File: src/rtl/mac_pipe.sv
// Three-stage signed multiply-add o = a*b + c with overflow flag; optional SATURATE_EN clamps overflowed results.
// Latency 3 cycles from accepted input to o_valid, one result per cycle; done_cnt counts output handshakes.
// Backpressure: o_valid & ~o_ready freezes every stage; clr flushes in-flight data and zeroes done_cnt.
module mac_pipe #(
    parameter int DATA_W = 8,
    parameter int ACC_W  = 20,
    parameter int CNT_W  = 16
) (
    input  logic              clk50MHz,
    input  logic              rst,
    input  logic              clr,
    input  logic              in_valid,
    output logic              in_ready,
    input  logic [DATA_W-1:0] a,
    input  logic [DATA_W-1:0] b,
    input  logic [ACC_W-1:0]  c,
    output logic              o_valid,
    input  logic              o_ready,
    output logic [ACC_W-1:0]  o_data,
    output logic              o_ovf,
    output logic [CNT_W-1:0]  done_cnt
);

    logic                       stall;
    logic                       v1;
    logic                       v2;
    logic signed [DATA_W-1:0]   a1;
    logic signed [DATA_W-1:0]   b1;
    logic signed [ACC_W-1:0]    c1;
    logic signed [ACC_W-1:0]    p2;
    logic signed [ACC_W-1:0]    c2;
    logic signed [2*DATA_W-1:0] ax;
    logic signed [2*DATA_W-1:0] bx;
    logic signed [2*DATA_W-1:0] prod;
    logic signed [ACC_W:0]      sum;
    logic                       ovf;
    logic [ACC_W-1:0]           res;

    assign stall    = o_valid & ~o_ready;
    assign in_ready = ~stall & ~clr;

    assign ax   = (2*DATA_W)'(a1);
    assign bx   = (2*DATA_W)'(b1);
    assign prod = ax * bx;

    // One guard bit makes overflow visible as a mismatch of the top two sum bits.
    assign sum = (ACC_W+1)'(p2) + (ACC_W+1)'(c2);
    assign ovf = sum[ACC_W] ^ sum[ACC_W-1];

`ifdef SATURATE_EN
    localparam logic [ACC_W-1:0] SAT_MAX = {1'b0, {(ACC_W-1){1'b1}}};
    localparam logic [ACC_W-1:0] SAT_MIN = {1'b1, {(ACC_W-1){1'b0}}};

    always_comb begin
        res = sum[ACC_W-1:0];
        if (ovf) begin
            res = sum[ACC_W] ? SAT_MIN : SAT_MAX;
        end
    end
`else
    always_comb begin
        res = sum[ACC_W-1:0];
    end
`endif

    always_ff @(posedge clk50MHz or posedge rst) begin
        if (rst) begin
            v1      <= 1'b0;
            v2      <= 1'b0;
            o_valid <= 1'b0;
            a1      <= '0;
            b1      <= '0;
            c1      <= '0;
            p2      <= '0;
            c2      <= '0;
            o_data  <= '0;
            o_ovf   <= 1'b0;
        end else if (clr) begin
            v1      <= 1'b0;
            v2      <= 1'b0;
            o_valid <= 1'b0;
        end else if (!stall) begin
            v1      <= in_valid;
            a1      <= a;
            b1      <= b;
            c1      <= c;
            v2      <= v1;
            p2      <= ACC_W'(prod);
            c2      <= c1;
            o_valid <= v2;
            o_data  <= res;
            o_ovf   <= ovf;
        end
    end

    // clr takes priority over a handshake in the same cycle.
    always_ff @(posedge clk50MHz or posedge rst) begin
        if (rst) begin
            done_cnt <= '0;
        end else if (clr) begin
            done_cnt <= '0;
        end else if (o_valid && o_ready) begin
            done_cnt <= done_cnt + 1'b1;
        end
    end

endmodule

File: config.mk
export PLATFORM = sky130hd
export DESIGN_NAME = mac_pipe
export DESIGN_NICKNAME = d
export VERILOG_FILES = /design/src/rtl/mac_pipe.sv
export SDC_FILE = /design/constraint.sdc
export NUM_CORES = 1
export LEC_CHECK = 0
export ABC_AREA = 0
export CORE_UTILIZATION = 40
export CTS_CLUSTER_DIAMETER = 200
export DETAILED_ROUTE_END_ITERATION = 16
export PLACE_DENSITY = 0.7
export SETUP_SLACK_MARGIN = 0.15
export SKIP_LAST_GASP = 1
export SLEW_MARGIN = 5
export SYNTH_ARGS = -nofsm -noshare
export SYNTH_HDL_FRONTEND = slang
export SYNTH_SLANG_ARGS = --single-unit
File: constraint.sdc
create_clock -name clk50MHz -period 5.3 [get_ports clk50MHz]
set_input_delay 1.06 -clock clk50MHz [delete_from_list [all_inputs] [get_ports clk50MHz]]
set_output_delay 1.06 -clock clk50MHz [all_outputs]
set_load 0.01 [all_outputs]
==> results.sh, run 1 <==
export IMPL_status="completed"
export IMPL_dieWidth_um=140
export IMPL_hold_depth=2
export IMPL_p_comb_share_pct=52.8
export IMPL_clock_skew_final_ns=0.00915
export IMPL_place_ws_ns=0.649
export IMPL_grt_usage_pct=16.5
export IMPL_drtIter0Drc=247
export IMPL_worst_pin_slew_ns=0.910
export IMPL_grt_pass1_wl_um=26000
export IMPL_cts_repair_resized=0
export IMPL_htree_levels=3
export IMPL_antenna_found_initial=0
export IMPL_start_util_pct=40.8
export IMPL_cp_slowest_cell="fa_1"
export IMPL_swShare_pct=39.4
export IMPL_critPathBufInv=4
export IMPL_total_leakage_power_nw=4.37
export IMPL_post_layout_nonfiller_instances=1153
export IMPL_place_area_sq_um=8660
export IMPL_internal_power_mw=2.39
export IMPL_fmax_ghz=0.216
export IMPL_setup_tns_ns=0
export IMPL_ys_warn_count=0
export IMPL_root_buffer="clkbuf_16"
export IMPL_startpoint="b1[4]"
export IMPL_fin_area_sq_um=8960
export IMPL_dpl_hpwl_um=11300
export IMPL_irDropWorstVdd_v=0.000182
export IMPL_grt_pass1_vias=5563
export IMPL_path_depth=16
export IMPL_hold_slack_ns=0.468
export IMPL_layout_min_cycle_time_ns=4.64
export IMPL_hold_viol=0
export IMPL_cts_tree="built"
export IMPL_hold_buffers=0
export IMPL_rows=50
export IMPL_cts_buffers=9
export IMPL_gp_congestion=0.875
export IMPL_cts_sinks=112
export IMPL_vias=5528
export IMPL_crit_required_ns=5.50
export IMPL_p_total_mw=3.95
export IMPL_clk_pin_slew_ns=0.07
export IMPL_finalCritPeriodShare_pct=87.5
export IMPL_syn_cell_area_sq_um=7640
export IMPL_worstHoldStart="c1[5]"
export IMPL_synth_seq_cells=112
export IMPL_cp_start_kind="register"
export IMPL_critPathCaptureType="register"
export IMPL_power_switching_mw=1.55
export IMPL_dp_cells=1138
export IMPL_setup_viol=0
export IMPL_finalMaxSlewViolations=0
export IMPL_reg2regPathDepth=16
export IMPL_ant_nets=0
export IMPL_syn_area_per_cell_sq_um=9.01
export IMPL_grt_setup_unrepaired="no"
export IMPL_cap_viol_max_count=0
export IMPL_nNetsFinal=1062
export IMPL_synth_nets=995
export IMPL_die_h_um=140
export IMPL_wl_um=14800
export IMPL_avgRoutedWirePerCell_um=12.9
export IMPL_pin_count=80
export IMPL_fin_util_pct=47.9
export IMPL_relSlewSlack_pct=39.4
export IMPL_seq_power_share_pct=29.4
export IMPL_r2r_slack_ns=0.66
export IMPL_max_stage_delay_ns=0.54
export IMPL_drc_errors=0
export IMPL_timing_rr_start="b1[4]"
export IMPL_synth_cell_type_count=42
export IMPL_crit_type="register to register"
export IMPL_num_antenna_cells=0
export IMPL_drt_pre_antenna_iters=4
export IMPL_grt_max_degree=97
export IMPL_clockPowerShare_pct=17.8
export IMPL_cts_setup_buffers=0
export IMPL_clk_latency_ns=0.35
export IMPL_avgViaCountPerCell=4.79
export IMPL_crit_fanout=9
export IMPL_portBuffers=79
export IMPL_area_growth_pct=17.3
export IMPL_min_path_type="register to register"
export IMPL_cts_buffer_depth=2
export IMPL_dieArea_sq_um=19700
export IMPL_cp_cell_sequence="and2_1 > fa_1 > inv_1 > fa_1 > inv_1 > fa_1 > inv_1 > fa_1 > inv_1 > ha_1 > a2111oi_4 > nor3_2 > a2111oi_4 > a21oi_2 > xnor2_1 > o21ai_1"
export IMPL_worst_ep_arrival_time_ns=4.83
export IMPL_powerDensity_nw_per_um2=440
export IMPL_syn_inst=848
export IMPL_cp_top_family="adder cells"
export IMPL_drive_gt1_share_pct=3.26
export IMPL_timing_final_ws_setup_ns=0.664
export IMPL_synth_seq_area_share_pct=36.7
export IMPL_globalRouteOverflowTotal=0
export IMPL_core_sq_um=18700
[path summary, 6_finish.rpt]
path | to
setup reg to reg | p2[15]
max in group asynchronous | b1[4]
min in group asynchronous | c2[19]
hold reg to reg | c2[5]
hold / removal | c2[5]
setup / recovery | p2[15]
[cell type report]
class                           instances  area (sq um)
Inverter                               90           340
Clock buffer                           10           239
Multi-Input combinational cell        618          4400
Timing Repair Buffer                   84           828
Tap cell                              234           293
Clock inverter                          5          65.1
Sequential cell                       112          2800
Fill cell                            1761          9740
[metal layers]
metal	share of wire (%)	vias to the layer above	global-route usage, %
met4	1.5	0	4.40
met1	50	2598	22.7
met2	45	96	26.9
met3	3.2	14	2.84
li1	-	2820	-
met5	0	-	0
[Yosys cell counts]
cell type  count  area share (%)
o21ai_1       13            0.85
fa_1          56              15
o21a_1         9            0.88
o211a_1        1            0.13
o21bai_1       2            0.20
mux2i_1        2            0.26
nand4_1        4            0.33
o41ai_2        1            0.21
nand2b_1       5            0.41
nor2_1        33             1.6
ha_1          50             8.2
a41oi_2        1            0.21
a21o_1         8            0.79
a21oi_2        1            0.11
a2111oi_0      1            0.11
a21boi_1       2            0.20
a221o_1        1            0.13
xor2_1        18             2.1
o211ai_1       1           0.098
o311ai_1       1            0.11
inv_1         90             4.4
o31a_1         1            0.11
and3_1         4            0.33
clkbuf_1      28             1.4
mux2_2         1            0.15
nor3_1         8            0.52
a31oi_1        2            0.16
or3_1          7            0.57
a2111oi_4      2            0.72
nor2b_1        9            0.74
dfrtp_1      112              37
o21ai_0       26             1.7
a211o_1        1            0.11
xnor2_1       19             2.2
or2_2          1           0.082
nand3_1        7            0.46
and2_1        39             3.2
o31ai_1        8            0.79
a21oi_1       21             1.4
a211oi_1       5            0.49
nand2_1      246              12
nor3_2         1            0.13
[worst register-to-register path, stage by stage, from the launching register on]
cell and delay [ns]:
dfrtp_1 0.48, and2_1 0.20, fa_1 0.54, inv_1 0.05, fa_1 0.47, inv_1 0.05
fa_1 0.53, inv_1 0.05, fa_1 0.52, inv_1 0.04, ha_1 0.36, a2111oi_4 0.37
nor3_2 0.11, a2111oi_4 0.40, a21oi_2 0.10, xnor2_1 0.15, o21ai_1 0.07
[logic make-up after synthesis]
| kind of cell | count (synthesis) | synth area share [%] |
|---|---|---|
| AOI/OAI and AO/OA | 108 | 9.52 |
| xor gates and xnor gates | 37 | 4.24 |
| adders and majority gates | 106 | 22.9 |
| buffers and inverters | 118 | 5.80 |
| DFF | 112 | 36.7 |
| muxes | 3 | 0.410 |
| and+or+nand+nor | 364 | 20.5 |
[power groups by stage]
stage	clock, mW	combinational, mW	sequential (mW)
detailed placement	0	2.09	1.18
CTS	0.721	2.11	1.16
floorplan	0	1.58	1.17
global placement	0	2.06	1.17
finish	0.702	2.09	1.16
global route	0.755	2.39	1.19
[layout by cell type, fill, tap and decap left out, drive strengths merged, types with 18 or more instances in the layout]
master	count
xnor2	19
and2	39
dfrtp	112
inv	92
nor2	33
a21oi	22
nand2	246
o21ai	39
clkdlybuf4s50	79
xor2	18
fa	56
ha	50
[sequential cells by signal, indices dropped and copies added (netlist names), 8 cells and up]
| register | count |
|---|---|
| done_cnt | 16 |
| c1 | 20 |
| a1 | 8 |
| c2 | 20 |
| o_data | 20 |
| b1 | 8 |
| p2 | 16 |
(Power assumes the default switching activity.)
==> run 2, diff against run 1 <==
--- a/config.mk
+++ b/config.mk
@@ -6,6 +6,7 @@
 export NUM_CORES = 1
 export LEC_CHECK = 0
 export ABC_AREA = 0
+export ABC_CLOCK_PERIOD_IN_PS = 5300
 export CORE_UTILIZATION = 40
 export CTS_CLUSTER_DIAMETER = 200
 export DETAILED_ROUTE_END_ITERATION = 16
==> results of run 2 <==
The final DEF is identical to that of run 1; final timing and power are the same.
==> run 3, diff against run 2 <==
--- a/config.mk
+++ b/config.mk
@@ -7,6 +7,8 @@
 export LEC_CHECK = 0
 export ABC_AREA = 0
 export ABC_CLOCK_PERIOD_IN_PS = 5300
+export CORE_ASPECT_RATIO = 1.1
+export CORE_MARGIN = 5
 export CORE_UTILIZATION = 40
 export CTS_CLUSTER_DIAMETER = 200
 export DETAILED_ROUTE_END_ITERATION = 16
==> run 3 against run 2 <==
Compared with the run above:
- utilization down 0.70 points
- maximum frequency down 0.13%
- count of clock-buffer cells in the layout up 1
- die area up 12%
- cell area about the same
- clock power down 3.7%
- total power down 0.43%
- global-route usage down 1.7 points
- largest cell class unchanged
==> results.sh, run 3 (synthesized netlist as in run 1, its figures left out) <==
export IMPL_status="completed"
export IMPL_root_buffer="clkbuf_16"
export IMPL_avgViaCountPerCell=4.77
export IMPL_grt_pass1_vias=5643
export IMPL_worst_ep_arrival_time_ns=4.84
export IMPL_swShare_pct=40.1
export IMPL_hold_depth=2
export IMPL_worst_pin_slew_ns=0.940
export IMPL_clock_skew_final_ns=0.0114
export IMPL_drive_gt1_share_pct=3.05
export IMPL_ant_nets=0
export IMPL_irDropWorstVdd_v=0.000204
export IMPL_crit_required_ns=5.50
export IMPL_grt_setup_unrepaired="no"
export IMPL_crit_fanout=10
export IMPL_powerDensity_nw_per_um2=439
export IMPL_relSlewSlack_pct=37.3
export IMPL_clk_latency_ns=0.36
export IMPL_grt_usage_pct=14.8
export IMPL_setup_tns_ns=0
export IMPL_crit_type="register to register"
export IMPL_core_sq_um=19000
export IMPL_fmax_ghz=0.215
export IMPL_total_leakage_power_nw=4.36
export IMPL_htree_levels=3
export IMPL_cts_sinks=112
export IMPL_final_cell_mix="246 x nand2_1, 112 x dfrtp_1, 88 x inv_1"
export IMPL_hold_buffers=0
export IMPL_cp_start_kind="register"
export IMPL_area_growth_pct=17.2
export IMPL_p_comb_share_pct=53.3
export IMPL_portBuffers=79
export IMPL_clockPowerShare_pct=17.2
export IMPL_drc_errors=0
export IMPL_dieWidth_um=142
export IMPL_finalMaxSlewViolations=0
export IMPL_nNetsFinal=1060
export IMPL_critPathCaptureType="register"
export IMPL_pin_count=80
export IMPL_reg_largest_list="c1 x20, c2 x20, o_data x20"
export IMPL_globalRouteOverflowTotal=0
export IMPL_internal_power_mw=2.35
export IMPL_wl_um=15400
export IMPL_cts_tree="built"
export IMPL_start_util_pct=40.3
export IMPL_hold_viol=0
export IMPL_cts_buffers=9
export IMPL_fin_util_pct=47.2
export IMPL_vias=5556
export IMPL_layout_min_cycle_time_ns=4.64
export IMPL_post_layout_nonfiller_instances=1165
export IMPL_antenna_found_initial=0
export IMPL_fin_area_sq_um=8950
export IMPL_cts_buffer_depth=2
export IMPL_place_area_sq_um=8660
export IMPL_rows=53
export IMPL_dpl_hpwl_um=11900
export IMPL_power_switching_mw=1.58
export IMPL_die_h_um=155
export IMPL_seq_power_share_pct=29.5
export IMPL_grt_pass1_wl_um=26800
export IMPL_cap_viol_max_count=0
export IMPL_drt_pre_antenna_iters=4
export IMPL_avgRoutedWirePerCell_um=13.3
export IMPL_gp_congestion=0.847
export IMPL_drtIter0Drc=179
export IMPL_num_antenna_cells=0
export IMPL_min_path_type="register to register"
export IMPL_cts_setup_buffers=0
export IMPL_grt_max_degree=88
export IMPL_cts_repair_resized=0
export IMPL_dp_cells=1149
export IMPL_final_common_cell="nand2_1"
export IMPL_finalCritPeriodShare_pct=87.6
export IMPL_setup_viol=0
export IMPL_reg2regPathDepth=15
export IMPL_dieArea_sq_um=22000
export IMPL_clk_pin_slew_ns=0.08
==> run 3: cell count changes in the layout (fill, tap and decap cells not counted) <==
cell        previous run  this run
inv_8                  1         0
clkinvlp_4             2         0
clkinv_4               0         2
bufinv_16              1         0
inv_6                  1         2
buf_4                  5         3
clkbuf_1               0         1
clkinv_8               0         1
==> run 3: per-stage QoR <==
stage                     power (mW)  hold WS [ns]  setup slack (ns)
after floorplan                 2.76         0.439             0.854
after global placement          3.23         0.452             0.744
after detailed placement        3.29         0.457             0.670
after CTS                       3.99         0.472             0.642
after global routing            4.32         0.500             0.305
final                           3.93         0.466             0.658
==> run 3: final timing paths <==
check                      slack, ns        end  startpoint
max in group asynchronous       3.01     p2[14]         rst
min in group asynchronous       1.28  o_data[1]         rst
min                             0.47     c2[14]      c1[14]
max                             0.66     p2[15]       b1[7]
min reg2reg                     0.47     c2[14]      c1[14]
max reg2reg                     0.66     p2[15]       b1[7]
==> run 3: area by class of cell <==
class                           count  area (sq um)
Fill cell                        1885         10000
Multi-Input combinational cell    618          4400
Sequential cell                   112          2800
Timing Repair Buffer               82           813
Inverter                           90           340
Tap cell                          247           309
Clock buffer                       11           243
Clock inverter                      5          51.3
==> run 3: worst max-delay path: stages, from the launching register on <==
cell and delay (ns):
dfrtp_1 0.54, nand2b_1 0.15, fa_1 0.53, fa_1 0.54
inv_1 0.05, fa_1 0.52, inv_1 0.05, fa_1 0.52
inv_1 0.04, ha_1 0.36, a2111oi_4 0.37, nor3_2 0.11
a2111oi_4 0.38, a21oi_2 0.10, xnor2_1 0.15, o21ai_1 0.07
==> run 3: power by group through the flow <==
stage	sequential [mW]	clock, mW	combinational, mW
3_5_place_dp	1.18	0	2.11
2_1_floorplan	1.17	0	1.58
3_3_place_gp	1.17	0	2.06
6_report	1.16	0.676	2.09
4_1_cts	1.16	0.697	2.13
5_1_grt	1.18	0.730	2.41
==> run 3: routing by layer <==
metal | vias to the layer above | global-route usage [%] | part of all wire (%)
met5 | - | 0 | 0
met4 | 0 | 3.88 | 1.5
met3 | 12 | 2.86 | 4.2
met2 | 90 | 25.0 | 48
met1 | 2632 | 19.7 | 46
li1 | 2822 | - | -
